**src/rtl/mm_stage_pkg.sv**
```systemverilog
// Shared definitions for the memory stage: load-op encodings, FSM state codes
// and default datapath widths.
package mm_stage_pkg;

    localparam int MM_DATA_W = 32;
    localparam int MM_REG_AW = 5;

    typedef enum logic [2:0] {
        LD_LB  = 3'd0,
        LD_LBU = 3'd1,
        LD_LH  = 3'd2,
        LD_LHU = 3'd3,
        LD_LW  = 3'd4
    } ld_op_e;

    typedef enum logic {
        ST_IDLE = 1'b0,
        ST_WAIT = 1'b1
    } mm_state_e;

endpackage

```
**src/rtl/mm_stage_load_align.sv**
```systemverilog
// Combinational load-data alignment: selects the byte/half addressed by the low
// address bits and sign- or zero-extends it according to the load op.
module mm_load_align
    import mm_stage_pkg::*;
#(
    parameter int DATA_W = MM_DATA_W
)(
    input  logic [2:0]        i_ld_op,
    input  logic [1:0]        i_addr_lo,
    input  logic [DATA_W-1:0] i_rdata,
    output logic [DATA_W-1:0] o_data
);

    logic signed [7:0]  w_byte;
    logic signed [15:0] w_half;

    assign w_byte = i_rdata[{i_addr_lo, 3'b000} +: 8];
    assign w_half = i_rdata[{i_addr_lo[1], 4'b0000} +: 16];

    always_comb begin
        o_data = i_rdata;
        case (i_ld_op)
            LD_LB:   o_data = {{(DATA_W-8){w_byte[7]}}, w_byte};
            LD_LBU:  o_data = {{(DATA_W-8){1'b0}}, w_byte};
            LD_LH:   o_data = {{(DATA_W-16){w_half[15]}}, w_half};
            LD_LHU:  o_data = {{(DATA_W-16){1'b0}}, w_half};
            default: o_data = i_rdata;
        endcase
    end

endmodule

```
**src/rtl/mm_stage.sv**
```systemverilog
// Dual-lane memory stage: holds the execute results, waits for the lane-1 data
// response, aligns load data and hands results to write-back. Optional
// forwarding outputs are enabled with the MM_FORWARD_EN macro.
module mm_stage
    import mm_stage_pkg::*;
#(
    parameter int DATA_W      = MM_DATA_W,
    parameter int REG_AW      = MM_REG_AW,
    parameter int MAX_DISCARD = 3
)(
    input  logic              clk,
    input  logic              rst,
    input  logic              next_allowin_i,
    input  logic              line1_pre_to_now_valid_i,
    input  logic              line2_pre_to_now_valid_i,
    output logic              now_allowin_o,
    output logic              line1_now_to_next_valid_o,
    output logic              line2_now_to_next_valid_o,
    input  logic              excep_flush_i,
    input  logic              line1_mem_req_i,
    input  logic              line1_load_i,
    input  logic [2:0]        line1_ld_op_i,
    input  logic [1:0]        line1_addr_lo_i,
    input  logic              line1_we_i,
    input  logic              line2_we_i,
    input  logic [REG_AW-1:0] line1_wdest_i,
    input  logic [REG_AW-1:0] line2_wdest_i,
    input  logic [DATA_W-1:0] line1_result_i,
    input  logic [DATA_W-1:0] line2_result_i,
    input  logic              data_sram_data_ok_i,
    input  logic [DATA_W-1:0] data_sram_rdata_i,
    output logic              line1_we_o,
    output logic              line2_we_o,
    output logic [REG_AW-1:0] line1_wdest_o,
    output logic [REG_AW-1:0] line2_wdest_o,
    output logic [DATA_W-1:0] line1_wdata_o,
    output logic [DATA_W-1:0] line2_wdata_o,
`ifdef MM_FORWARD_EN
    output logic [REG_AW+DATA_W+1:0] line1_fwd_o,
    output logic [REG_AW+DATA_W+1:0] line2_fwd_o,
`endif
    output logic              mm_busy_o
);

    localparam int DC_W = $clog2(MAX_DISCARD + 1);

    function automatic logic [DC_W-1:0] sat_inc(input logic [DC_W-1:0] v);
        return (v == DC_W'(MAX_DISCARD)) ? v : v + DC_W'(1);
    endfunction

    mm_state_e         r_state;
    logic [DC_W-1:0]   r_discard;
    logic [DATA_W-1:0] r_hold_data;

    logic              r_l1_vld_p1;
    logic              r_l1_we_p1;
    logic              r_l1_mem_req_p1;
    logic              r_l1_load_p1;
    logic [2:0]        r_l1_ld_op_p1;
    logic [1:0]        r_l1_addr_lo_p1;
    logic [REG_AW-1:0] r_l1_wdest_p1;
    logic [DATA_W-1:0] r_l1_result_p1;

    logic              r_l2_vld_p1;
    logic              r_l2_we_p1;
    logic [REG_AW-1:0] r_l2_wdest_p1;
    logic [DATA_W-1:0] r_l2_result_p1;

    logic              w_wait;
    logic              w_discarding;
    logic              w_resp;
    logic              w_ready;
    logic              w_allowin;
    logic              w_load;
    logic [DATA_W-1:0] w_l1_raw;
    logic [DATA_W-1:0] w_l1_ld_data;

    assign w_wait       = (r_state == ST_WAIT);
    assign w_discarding = (r_discard != '0);
    assign w_resp       = w_wait & data_sram_data_ok_i & ~w_discarding;
    assign w_ready      = ~w_wait | w_resp;
    // A new lane-1 request must not see responses still owed to flushed ones.
    assign w_allowin    = (~(r_l1_vld_p1 | r_l2_vld_p1) | (w_ready & next_allowin_i))
                          & ~(w_discarding & line1_mem_req_i);
    assign w_load       = w_allowin & ~excep_flush_i;

    always_ff @(posedge clk or posedge rst) begin
        if (rst) begin
            r_state <= ST_IDLE;
        end else if (excep_flush_i) begin
            r_state <= ST_IDLE;
        end else if (w_load) begin
            r_state <= (line1_pre_to_now_valid_i & line1_mem_req_i) ? ST_WAIT : ST_IDLE;
        end else if (w_resp) begin
            r_state <= ST_IDLE;
        end
    end

    always_ff @(posedge clk or posedge rst) begin
        if (rst) begin
            r_discard <= '0;
        end else if (excep_flush_i & w_wait & ~data_sram_data_ok_i) begin
            r_discard <= sat_inc(r_discard);
        end else if (data_sram_data_ok_i & w_discarding) begin
            r_discard <= r_discard - DC_W'(1);
        end
    end

    // Response is kept here so write-back may stall after data_ok.
    always_ff @(posedge clk or posedge rst) begin
        if (rst) begin
            r_hold_data <= '0;
        end else if (w_resp) begin
            r_hold_data <= data_sram_rdata_i;
        end
    end

    // ---- stage register: execute -> memory (p1) ----
    always_ff @(posedge clk or posedge rst) begin
        if (rst) begin
            r_l1_vld_p1 <= 1'b0;
            r_l2_vld_p1 <= 1'b0;
        end else if (excep_flush_i) begin
            r_l1_vld_p1 <= 1'b0;
            r_l2_vld_p1 <= 1'b0;
        end else if (w_allowin) begin
            r_l1_vld_p1 <= line1_pre_to_now_valid_i;
            r_l2_vld_p1 <= line2_pre_to_now_valid_i;
        end
    end

    always_ff @(posedge clk or posedge rst) begin
        if (rst) begin
            r_l1_we_p1      <= 1'b0;
            r_l1_mem_req_p1 <= 1'b0;
            r_l1_load_p1    <= 1'b0;
            r_l1_ld_op_p1   <= '0;
            r_l1_addr_lo_p1 <= '0;
            r_l1_wdest_p1   <= '0;
            r_l1_result_p1  <= '0;
        end else if (w_load & line1_pre_to_now_valid_i) begin
            r_l1_we_p1      <= line1_we_i;
            r_l1_mem_req_p1 <= line1_mem_req_i;
            r_l1_load_p1    <= line1_load_i;
            r_l1_ld_op_p1   <= line1_ld_op_i;
            r_l1_addr_lo_p1 <= line1_addr_lo_i;
            r_l1_wdest_p1   <= line1_wdest_i;
            r_l1_result_p1  <= line1_result_i;
        end
    end

    always_ff @(posedge clk or posedge rst) begin
        if (rst) begin
            r_l2_we_p1     <= 1'b0;
            r_l2_wdest_p1  <= '0;
            r_l2_result_p1 <= '0;
        end else if (w_load & line2_pre_to_now_valid_i) begin
            r_l2_we_p1     <= line2_we_i;
            r_l2_wdest_p1  <= line2_wdest_i;
            r_l2_result_p1 <= line2_result_i;
        end
    end

    // ---- memory -> write-back outputs ----
    assign w_l1_raw = w_wait ? data_sram_rdata_i : r_hold_data;

    mm_load_align #(
        .DATA_W (DATA_W)
    ) u_align (
        .i_ld_op   (r_l1_ld_op_p1),
        .i_addr_lo (r_l1_addr_lo_p1),
        .i_rdata   (w_l1_raw),
        .o_data    (w_l1_ld_data)
    );

    assign now_allowin_o             = w_allowin;
    assign line1_now_to_next_valid_o = r_l1_vld_p1 & w_ready;
    assign line2_now_to_next_valid_o = r_l2_vld_p1 & w_ready;
    assign line1_we_o                = r_l1_we_p1;
    assign line2_we_o                = r_l2_we_p1;
    assign line1_wdest_o             = r_l1_wdest_p1;
    assign line2_wdest_o             = r_l2_wdest_p1;
    assign line1_wdata_o             = (r_l1_mem_req_p1 & r_l1_load_p1) ? w_l1_ld_data
                                                                         : r_l1_result_p1;
    assign line2_wdata_o             = r_l2_result_p1;
    assign mm_busy_o                 = w_wait | w_discarding;

`ifdef MM_FORWARD_EN
    assign line1_fwd_o = {r_l1_vld_p1 & r_l1_we_p1, r_l1_wdest_p1, line1_wdata_o, w_ready};
    assign line2_fwd_o = {r_l2_vld_p1 & r_l2_we_p1, r_l2_wdest_p1, line2_wdata_o, 1'b1};
`endif

endmodule

```
**config.mk**
```make
export PLATFORM = sky130hd
export DESIGN_NAME = mm_stage
export DESIGN_NICKNAME = d
export VERILOG_FILES = /design/src/rtl/mm_stage_pkg.sv /design/src/rtl/mm_stage_load_align.sv /design/src/rtl/mm_stage.sv
export SDC_FILE = /design/constraint.sdc
export NUM_CORES = 1
export LEC_CHECK = 0
export ABC_AREA = 0
export CAP_MARGIN = 20
export CORE_ASPECT_RATIO = 0.6
export CORE_MARGIN = 2
export CORE_UTILIZATION = 45
export DETAILED_ROUTE_END_ITERATION = 8
export PLACE_DENSITY_LB_ADDON = 0.1
export SYNTH_ARGS = -nofsm -noshare
export SYNTH_HDL_FRONTEND = slang
export SYNTH_SLANG_ARGS = --single-unit
```
**constraint.sdc**
```tcl
create_clock -name clk -period 4.7 [get_ports clk]
set_input_delay 0.705 -clock clk [delete_from_list [all_inputs] [get_ports clk]]
set_output_delay 0.705 -clock clk [all_outputs]
set_load 0.05 [all_outputs]
```
== Word level (Yosys, flattened, before mapping) ==
Cells that the tools add are included.

* ROM bits: 0
* Flip-flop bits (word level): 120
* Bits in writable memories: 0
* Logic and storage cells: 69
* Latch bits: 0
* Memories kept: 0
* Output and inout port bits: 80
* Bits of input ports: 122

* Bitwise gates (word level): 25
* $add $sub $neg: 2
* Equality and inequality tests: 5
* Multipliers: 0
* Divide/modulo/power cells: 0
* Mux-type cells: 14
* Order comparisons: 0
* Reduce and logical (&&, ||, !) cells: 6
* Shift-type cells: 2

{| class="wikitable"
|+ Operator list
! operator !! number
|-
| 32-bit case mux with 4 select lines || 1
|-
| 32-bit 2-to-1 mux || 2
|-
| 32-bit by 6-bit indexed part select with 16-bit output || 1
|-
| 32-bit by 6-bit indexed part select with 8-bit output || 1
|-
| 1-bit AND || 15
|-
| 1-bit 2-to-1 mux || 8
|-
| 3-bit by 2-bit == test with 1-bit output (second input constant) || 2
|-
| 2-bit 2-to-1 mux || 3
|-
| 1-bit inverter || 6
|-
| 2-bit nonzero test || 3
|-
| 1-bit OR || 4
|-
| 3-bit by 1-bit == test with 1-bit output (second input constant) || 1
|-
| 3-bit zero test || 1
|-
| 3-bit nonzero test || 1
|-
| 2-bit by 1-bit adder with 2-bit output (second input constant) || 1
|-
| 2-bit == test (second input constant) || 1
|-
| 2-bit inequality test (second input constant) || 1
|-
| 2-bit AND reduction || 1
|-
| 2-bit by 1-bit subtractor with 2-bit output (second input constant) || 1
|}

== Longest topological paths before layout ==
* Depth after elaboration: 10
* Depth in mapped cells: 7
* Gate-level depth less buffers: 4

== Modules after synthesis ==
Synthesis repeated with hierarchy kept, for this count alone.

* Cells, all modules: 467
* Area, all modules: 6247.2 µm²

{| class="wikitable"
|+ By module, submodules not included
! module !! area an instance (µm²) !! times used !! cells an instance
|-
| mm_stage || 5539.1 || 1 || 350
|-
| mm_load_align || 708.2 || 1 || 117
|}

== Least setup slack after synthesis ==
No wires, ideal clock.

* Path type: reg2out
* From: register r_state
* To: output port line1_wdata_o[1]
* Data arrival time: 2443 ps
* Cell stages (with the launch flop): 7
* Setup slack: 1552 ps
* Data required time: 3995 ps
* Cell sequence: dfrtp_1 > buf_6 > buf_4 > buf_2 > mux2_2 > o22ai_1 > a221oi_1

* Word-level cells in the longest chain between the ends: 4
* Elaborated cells on any way between the ends: 5
* Those cells by class: shift (2); mux (3)

{| class="wikitable"
|+ Ends and longest elaborated chain
! item !! RTL line !! RTL
|-
| from (decl) || mm_stage.sv:51 || <nowiki>mm_state_e r_state;</nowiki>
|-
| from (signal assigned) || mm_stage.sv:93 || <nowiki>r_state <= (line1_pre_to_now_valid_i & line1_mem_req_i) ? ST_WAIT : ST_IDLE;</nowiki>
|-
| 32-bit 2-to-1 mux (*) || mm_stage.sv:165 || <nowiki>assign w_l1_raw = w_wait ? data_sram_rdata_i : r_hold_data;</nowiki>
|-
| 32-bit by 6-bit indexed part select with 16-bit output / 32-bit by 6-bit indexed part select with 8-bit output (equally long branches) || mm_stage_load_align.sv:18, mm_stage_load_align.sv:17 ||
|-
| 32-bit case mux with 4 select lines (*) || mm_stage_load_align.sv:22 || <nowiki>case (i_ld_op)</nowiki>
|-
| 32-bit 2-to-1 mux (*) || mm_stage.sv:183 || <nowiki>assign line1_wdata_o = (r_l1_mem_req_p1 & r_l1_load_p1) ? w_l1_ld_data</nowiki>
|-
| to (decl) || mm_stage.sv:36 || <nowiki>output logic [DATA_W-1:0] line1_wdata_o,</nowiki>
|}

Mark *: on every way between the ends. The rest lies on a longest branch, timed or not.

== Final worst setup path ==
* From: register r_l1_addr_lo_p1[1]
* To: output port line1_wdata_o[11]

* Word-level cells in the longest chain between the ends: 3
* Elaborated cells on any way between the ends: 4
* Those cells by class: shift (2); mux (2)

{| class="wikitable"
|+ Ends and longest elaborated chain
! item !! RTL line !! RTL
|-
| from (decl) || mm_stage.sv:60 || <nowiki>logic [1:0] r_l1_addr_lo_p1;</nowiki>
|-
| from (signal assigned) || mm_stage.sv:146 || <nowiki>r_l1_addr_lo_p1 <= line1_addr_lo_i;</nowiki>
|-
| 32-bit by 6-bit indexed part select with 16-bit output / 32-bit by 6-bit indexed part select with 8-bit output (equally long branches) || mm_stage_load_align.sv:18, mm_stage_load_align.sv:17 ||
|-
| 32-bit case mux with 4 select lines (*) || mm_stage_load_align.sv:22 ||
|-
| 32-bit 2-to-1 mux (*) || mm_stage.sv:183 ||
|}

Marked as above.

==> reports/metrics.cfg <==
[placement]
dp_hpwl_um=12000
gp_congestion=0.851
io_buffers=201
dpl_worst_slack_ns=0.832
placed_cells=783

[timing]
setup-tns-final_ns=0
slew_headroom=0.346
fin_crit_ns=4.05
report.final.slew_viol_count=0
setup_viol=0
rsz0062_at_grt=false
fmax_ghz=0.247
tightest_slew_ns=0.980
setup_ws_ns=0.652
hold_viol_final=0
finalCritPeriodShare=0.861
fin_skew_ns=0.00819

[logic_synthesis]
syn_area_per_cell_um2=13.7
synth_edf_count=0
ys_ff_latch=120
synth_area_leaders=dfrtp_1 (50%), mux2_2 (24%), mux4_1 (3.1%)
synth_commonest_cells=mux2_2 (127), dfrtp_1 (120), nand2_1 (20)
yosysTopAreaCell=dfrtp_1
yosys_warnings=0
synth_seq_area_share=0.500
postSynthCellCount=437
synth-async-reset-ratio=1.00
synthDistinctLibCells=41
synthesis.nets=559
syn-cell-area_um2=6010
synth-main-ff-cell=dfrtp_1
yosysTopAreaCellShare=0.500
post-synth-top-count-cell=mux2_2

[cts]
tritoncts=built
cts_resized=0
cts-root-buf=clkbuf_16
clock_latency_ns=0.41
numCtsBuffers=17
clk_path_buf_depth=2
cts-hold-fix-buffers=0
clk_pin_slew_ns=0.06
post_cts_buffers=0
htree_levels=4
cts.sinks=120

[route]
ant_nets=0
dr.first_iter.drc_count=274
firstDrtPassIters=4
drc=0
vias_per_cell=5.53
routed_wl_um=16800
routed-via-count=4510
wl_per_cell_um=20.6

[power]
switching_share=0.412
vdd_drop_max_v=0.000455
p_leak_nw=3.57
p_int_w=0.00345
p_total_w=0.00586
p_sw_w=0.00242
p_comb_frac=0.481
clkPwrFrac=0.233
power.density_nw_per_um2=672
p_seq_frac=0.286

[setup_path]
startpoint_type=flop
path_max_fanout=21
cp.arrival_ns=3.34
cp-end-kind=output pin
cp.required_ns=3.99
crit_slowest_cell=dfrtp_1
path_cells=mux4_2 > or2_1 > a41oi_2 > a21oi_1 > clkdlybuf4s50_1
critical_path_class=flop to output pin
cpPeakStageDelay_ns=0.94

[floorplanning]
design.die.area_um2=14300
die_y_um=93.5
core_area_um2=12900
die_w_um=153
io_pins=202
core.rowCount=32
start_util=0.465

[cells_and_area]
diodes=0
layout-area-overhead-vs-synth_pct=45.3
stdcell_count=816
utilization=0.675
fin_nets=755
final_layout_size_suffix_gt1_frac=0.285

[global_route]
grt.total_usage=0.241
grt_max_degree=70
grt_pass1_wl_um=26400
grt_pass1_vias=4673
antenna_found_initial=0
grt_overflow=0

[run]
drv_cap=0

[outcome]
status=finished, final reports clean

[worst_hold_path]
hp-class=flop to flop

-- flip-flops by register name, indices dropped and copies added (netlist names), 2 cells and up --
name,cells
line2_wdest_o,5
line2_wdata_o,32
r_hold_data,32
r_l1_result_p1,32
r_discard,2
r_l1_addr_lo_p1,2
r_l1_ld_op_p1,3
line1_wdest_o,5
-- metal layers --
metal | vias to the layer above | global-route usage | share of wire
li1 | 2056 | - | -
met3 | 20 | 0.0718 | 0.069
met4 | 0 | 0.0617 | 0.016
met1 | 2267 | 0.349 | 0.47
met2 | 167 | 0.356 | 0.44
met5 | - | 0 | 0
-- placed cells by master (no fill, tap or decap), types with 8 or more instances in the layout --
master             n
clkdlybuf4s50_1  201
mux2_2           127
dfrtp_1          119
nand2_1           20
mux2i_1           17
clkbuf_16         17
a221o_1           16
nor2_1            13
o22ai_1           11
mux2_1            10
a21oi_1            8
-- stage by stage --
| stage | cell area [µm²] | hold slack, ns |
|---|---|---|
| after global placement | 8090 | 0.471 |
| after global routing | 8730 | 0.512 |
| final | 8730 | 0.485 |
| after floorplan | 6010 | 0.458 |
| after CTS | 8710 | 0.487 |
| after detailed placement | 8090 | 0.475 |
-- worst max-delay path, delay by kind of cell (launching register included) --
| kind | cells | cell delay (ns) |
|---|---|---|
| AOI/OAI and AO/OA | 2 | 0.62 |
| buffers and inverters | 1 | 0.74 |
| DFF | 1 | 0.94 |
| muxes | 1 | 0.40 |
| and+or+nand+nor | 1 | 0.25 |
-- area by class of cell --
| cell class | count | area (µm²) |
|---|---|---|
| Clock buffer | 19 | 453 |
| Clock inverter | 13 | 168 |
| Fill cell | 978 | 4200 |
| Inverter | 4 | 17.5 |
| Multi-Input combinational cell | 281 | 2790 |
| Sequential cell | 120 | 3000 |
| Tap cell | 170 | 213 |
| Timing Repair Buffer | 209 | 2080 |
-- cells by family after synthesis --
| logic type | Yosys count | synth area share |
|---|---|---|
| DFF | 120 | 0.500 |
| and+or+nand+nor | 53 | 0.0425 |
| AOI/OAI and AO/OA | 60 | 0.0796 |
| muxes | 168 | 0.342 |
| buffers and inverters | 36 | 0.0362 |
-- path summary, 6_finish.rpt --
| path | from | end | slack, ns | cells after the start |
|---|---|---|---|---|
| worst max-delay path | r_l1_addr_lo_p1[1] | line1_wdata_o[11] | 0.65 | 5 |
| worst min-delay path | r_l1_result_p1[8] | r_l1_result_p1[8] | 0.49 | 1 |
| worst max register to register | r_state | line2_wdata_o[21] | 2.11 | 5 |
| worst min register to register | r_l1_result_p1[8] | r_l1_result_p1[8] | 0.49 | 1 |
| max in group asynchronous | rst | line2_wdata_o[23] | 2.92 | 3 |
| min in group asynchronous | rst | line2_wdest_o[2] | 0.82 | 2 |
-- power by group through the flow --
| stage | sequential (W) | clock (W) | combinational, W |
|---|---|---|---|
| detailed placement | 0.00169 | 0 | 0.00281 |
| global placement | 0.00167 | 0 | 0.00277 |
| global route | 0.00173 | 0.00144 | 0.00295 |
| finish | 0.00168 | 0.00136 | 0.00282 |
| floorplan | 0.00202 | 0 | 0.00155 |
| CTS | 0.00168 | 0.00138 | 0.00282 |
No activity file was read; power rests on OpenSTA's default activity.
